[src/rtl/shift_gearbox.sv]
// shift_gearbox: width-converting deserialiser. Packs N = DOUT_WIDTH/DIN_WIDTH
// input chunks into one output word, with valid/ready on both sides.
//
// Ports:
//   clk, rst              clock (rising edge) and asynchronous active-high reset
//   in_valid/in_ready/din input chunk handshake
//   flush                 emit a partial word (cnt > 0) at the next opportunity
//   out_valid/out_ready   output word handshake
//   dout, out_count       assembled word and number of valid chunks in it
//   ovf, ovf_clr          sticky overflow flag and its clear
//
// Build option: define SHIFT_GEARBOX_OVF_EN to get the sticky overflow
// register; otherwise ovf is tied low and ovf_clr is ignored.
module shift_gearbox #(
   parameter int DIN_WIDTH  = 8,
   parameter int DOUT_WIDTH = 24,
   parameter bit MSB_FIRST  = 1'b1
) (
   input  logic                                      clk,
   input  logic                                      rst,
   input  logic                                      in_valid,
   output logic                                      in_ready,
   input  logic [DIN_WIDTH-1:0]                      din,
   input  logic                                      flush,
   output logic                                      out_valid,
   input  logic                                      out_ready,
   output logic [DOUT_WIDTH-1:0]                     dout,
   output logic [$clog2(DOUT_WIDTH/DIN_WIDTH+1)-1:0] out_count,
   output logic                                      ovf,
   input  logic                                      ovf_clr
);

   localparam int N  = DOUT_WIDTH / DIN_WIDTH;
   localparam int CW = $clog2(N + 1);

   generate
      if ((DOUT_WIDTH % DIN_WIDTH) != 0 || N < 2) begin : g_bad_params
         $error("shift_gearbox: DOUT_WIDTH must be a multiple (>= 2x) of DIN_WIDTH");
      end
   endgenerate

   typedef enum logic {S_FILL, S_HOLD} state_t;

   state_t                r_state;
   logic [DOUT_WIDTH-1:0] r_word;
   logic [CW-1:0]         r_cnt;

   logic [DOUT_WIDTH-1:0] w_base;
   logic [DOUT_WIDTH-1:0] w_shift;
   logic [CW-1:0]         w_cnt_inc;
   logic                  w_acc;

   assign in_ready  = ~rst & ((r_state == S_FILL) | out_ready);
   assign w_acc     = in_valid & in_ready;
   assign out_valid = (r_state == S_HOLD);
   assign dout      = r_word;
   assign out_count = r_cnt;
   assign w_cnt_inc = r_cnt + CW'(1);

   // In HOLD an accept can only happen together with the output handshake,
   // so the new chunk is shifted into a cleared word.
   assign w_base = (r_state == S_HOLD) ? '0 : r_word;

   // Shifting a word that starts at zero leaves the valid chunks in the low
   // bits (MSB first) or high bits (LSB first), which is exactly the partial
   // word layout on a flush.
   generate
      if (MSB_FIRST) begin : g_msb
         assign w_shift = (w_base << DIN_WIDTH) | DOUT_WIDTH'(din);
      end else begin : g_lsb
         assign w_shift = (w_base >> DIN_WIDTH) |
                          {din, {(DOUT_WIDTH-DIN_WIDTH){1'b0}}};
      end
   endgenerate

   always_ff @(posedge clk or posedge rst) begin
      if (rst) begin
         r_state <= S_FILL;
         r_word  <= '0;
         r_cnt   <= '0;
      end else begin
         case (r_state)
            S_FILL: begin
               if (w_acc) begin
                  r_word <= w_shift;
                  r_cnt  <= w_cnt_inc;
                  // cnt is at least 1 after an accept, so flush always applies.
                  if (w_cnt_inc == CW'(N) || flush) r_state <= S_HOLD;
               end else if (flush && r_cnt != '0) begin
                  r_state <= S_HOLD;
               end
            end
            S_HOLD: begin
               if (out_ready) begin
                  r_state <= S_FILL;
                  if (in_valid) begin
                     r_word <= w_shift;
                     r_cnt  <= CW'(1);
                  end else begin
                     r_word <= '0;
                     r_cnt  <= '0;
                  end
               end
            end
            default: r_state <= S_FILL;
         endcase
      end
   end

`ifdef SHIFT_GEARBOX_OVF_EN
   logic r_ovf;

   // A chunk offered while we cannot take it is lost; set beats clear.
   always_ff @(posedge clk or posedge rst) begin
      if (rst)                      r_ovf <= 1'b0;
      else if (in_valid & ~in_ready) r_ovf <= 1'b1;
      else if (ovf_clr)             r_ovf <= 1'b0;
   end

   assign ovf = r_ovf;
`else
   logic w_unused_ovf_clr;
   assign w_unused_ovf_clr = ovf_clr;
   assign ovf = 1'b0;
`endif

endmodule

[config.mk]
export PLATFORM = sky130hd
export DESIGN_NAME = shift_gearbox
export DESIGN_NICKNAME = d
export VERILOG_FILES = /design/src/rtl/shift_gearbox.sv
export SDC_FILE = /design/constraint.sdc
export NUM_CORES = 1
export LEC_CHECK = 0
export CAP_MARGIN = 20
export CORE_MARGIN = 4
export CORE_UTILIZATION = 40
export DETAILED_ROUTE_END_ITERATION = 10
export GPL_ROUTABILITY_DRIVEN = 0
export GPL_TIMING_DRIVEN = 0
export PLACE_DENSITY = 0.74
export SLEW_MARGIN = 20
export SYNTH_ARGS = -nofsm -noshare
export SYNTH_HDL_FRONTEND = slang
export SYNTH_SLANG_ARGS = --single-unit
[constraint.sdc]
create_clock -name clk -period 1.15 [get_ports clk]
set_input_delay 0.345 -clock clk [delete_from_list [all_inputs] [get_ports clk]]
set_output_delay 0.345 -clock clk [all_outputs]
set_load 0.01 [all_outputs]
==> summary.txt <==
Timing
  • Fin. Hold Viols: 0
  • Max-slew violations: 0
  • Unrepaired setup endpoints after global routing: true
  • Actual slew at the worst max-slew pin: 576 ps
  • Setup Viol. Count Final: 55
  • Max frequency: 702 MHz
  • Setup TNS Final: -7410 ps
  • Skew final: 25.1 ps
  • PnR worst setup slack: -274 ps
  • Period minus WS final: 1420 ps
  • Relative slew slack: 61.5%
  • Fin crit share: 124%

Setup path
  • Setup CP Type: flop to output pin
  • R2R cell count: 6
  • R2r setup slk: -260 ps
  • Critical Path RT: 810 ps
  • CP Capture Type: output pin
  • Worst setup SP type: flop
  • Worst R2R End: dout[12]$_DFFE_PP0P_
  • Critical path startpoint: out_valid$_DFF_PP0_
  • Reg2Reg Launch Point: out_valid$_DFF_PP0_
  • Crit path max fanout: 3
  • Critical Path AT: roughly 1100 ps

Hold path
  • Tightest Hold Check Type: primary input to asynchronous set/reset pin

Yosys
  • Mapped Area: 1280 um2
  • Synthesized flop and latch total: 27
  • Synthesized Nets: 146
  • Sequential area share after synthesis: 52.6%
  • Synth Warn #: 0
  • Yosys cell types: 22
  • Mapped Cells: 130
  • Syn Area/Cell: 9.88 um2

Cells and area
  • Nets: 229
  • Synth-to-Final Area Change: 56.2%
  • Core Util, Final: 65.7%
  • Layout cells sized above 1: 42.9%
  • # diodes: 0
  • Filler cells: 256
  • Final non-filler cell total: between 200 and 300

Floorplan
  • I/O pin count: 43
  • Area of the die: 4180 um2
  • Die Wd: 64.7 um
  • Site row count: 20
  • Die height: 64.7 um
  • Initial Util: 42.1%
  • Core ar.: 3050 um2

Placed design
  • Dpl ws: -1160 ps
  • Placed Cells: 214
  • IO Port Bufs: 40
  • Post-DP HPWL: 2.39 mm

Outcome
  • Status: complete, but fails checks
  • Violated checks: setup timing

CTS
  • Root Buffer: clkbuf_4
  • Clk sinks: 27
  • Clk slew on worst S/H paths: 170 ps
  • H-tree levels: 1
  • Clock latency on the worst-skew pair: 350 ps
  • CTS buffer count: 3
  • CTS tree: built
  • Clock tree buffer depth: 2

Global route
  • GRT overflow: 0
  • Number of global-route vias before repair: around 1300
  • Largest net degree at the start of global routing: 28
  • First-pass GRT wire length: 6.55 mm
  • Antenna violations before repair: 0
  • Tot GR Track Use: 19.9%

Drt
  • DRT Wirelength: 4.08 mm
  • Top layer in use: met4
  • Met2 wire length: 2.16 mm
  • Drc violations: 0
  • Wire per inst: 15.9 um
  • Vias/cell: slightly above 5
  • Met1 Routed Length: 1.59 mm
  • DRT iter0 DRCs: slightly above 60
  • Vias: 1318
  • Antenna viol nets, final: 0
  • Detail Route met3 WL: 292 um
  • Pre-antenna DRT Iters: 4

Pwr
  • Tot Pwr: 0.00499 W
  • Power Density: 2480 nW/um2
  • Lkg Pwr: 0.985 nW
  • Max rail drop VDD: 1.16 mV

Flow run
  • Max_cap viols: 0
## how the worst max path moves through the flow
stage,end,slack [ps]
finish,in_ready,-270
global route,dout[12]$_DFFE_PP0P_,-360
CTS,in_ready,-240
detailed placement,in_ready,-1160
global placement,in_ready,-1140
floorplan,dout[10]$_DFFE_PP0P_,10
## layer usage
layer | up-vias | global-route usage, %
met5 | - | 0
met3 | 3 | 3.99
met4 | 0 | 4.49
met1 | 635 | 22.6
li1 | 617 | -
met2 | 63 | 38.0
## timing repair
| action | CTS | global route |
|---|---|---|
| cloned | 4 | 0 |
| endpoints found under the setup margin | 82 | 55 |
| buffers inserted | 26 | 8 |
| pin swaps | 1 | 3 |
| hold buffers | 0 | 0 |
| gates resized for setup | 130 | 12 |
## where the power goes
| group | switching, W | total [W] | internal [W] |
|---|---|---|---|
| clock | 0.000307 | 0.000438 | 0.000131 |
| sequential | 0.000258 | 0.00164 | 0.00138 |
| combinational | 0.00138 | 0.00291 | 0.00153 |
| total | 0.00195 | 0.00499 | 0.00304 |
## cell families (layout without fill, tap and decap cells)
kind of cell,count (synthesis),count (layout),synth area share [%]
AOI/OAI and AO/OA,39,39,18.4
and+or+nand+nor,38,38,13.0
DFF,27,27,52.6
buffers and inverters,14,96,6.72
muxes,9,9,7.01
adders and majority gates,2,2,1.95
other,1,1,0.292
## cells in the final DEF (no fill, tap or decap), types with 2 or more instances in the layout
| master | instances |
|---|---|
| buf_4 | 36 |
| nand2_1 | 34 |
| dfrtp_1 | 26 |
| buf_2 | 25 |
| o21ai_0 | 14 |
| buf_6 | 12 |
| clkdlybuf4s50_1 | 10 |
| mux2i_1 | 9 |
| a221oi_1 | 8 |
| a21oi_1 | 8 |
| o21ai_1 | 4 |
| clkbuf_4 | 3 |
| inv_2 | 2 |
| inv_1 | 2 |
| ha_1 | 2 |
## per-stage QoR
stage	cell area [um2]	hold WS, ps
3_3_place_gp	1740	494
6_report	2010	285
3_5_place_dp	1740	504
4_1_cts	1900	391
5_1_grt	2010	348
2_1_floorplan	1290	398
## cell type report
type | instances | area, um2 | share of cell area [%]
sequential | 27 | 677 | 33.7
tap | 44 | 55.1 | 2.74
clock buffer | 3 | 22.5 | 1.12
timing repair buffer | 78 | 594 | 29.6
multi-input combinational | 89 | 544 | 27.1
buffer | 8 | 76.3 | 3.80
clock inverter | 1 | 5.00 | 0.249
inverter | 6 | 32.5 | 1.62
## flip-flops by register name (all words and copies together) (netlist names)
signal / flops
out_valid: 1
dout: 24
out_count: 2
## worst max-delay path: stages, from the launching register on
cell	delay, ps
dfrtp_2	460
a21oi_2	120
buf_2	140
## cells in the mapped netlist
cell type  number  area (um2)
o22ai_1         1        6.26
nand2_2         1        6.26
mux2i_1         9        90.1
ha_1            2        25.0
o21ai_0        16        80.1
clkinv_1        1        3.75
buf_2           3        15.0
inv_2           1        3.75
nand2_1        34         128
nor2b_2         1        8.76
nor3b_4         1        18.8
a21oi_1        10        50.1
dfrtp_1        27         676
buf_6           3        33.8
buf_4           2        15.0
conb_1          1        3.75
a221oi_1        8        70.1
and2_1          1        6.26
o221a_2         1        11.3
o21ai_1         2        10.0
a211o_1         1        8.76
inv_1           4        15.0
Note: power is estimated with default switching activity, not from simulation.
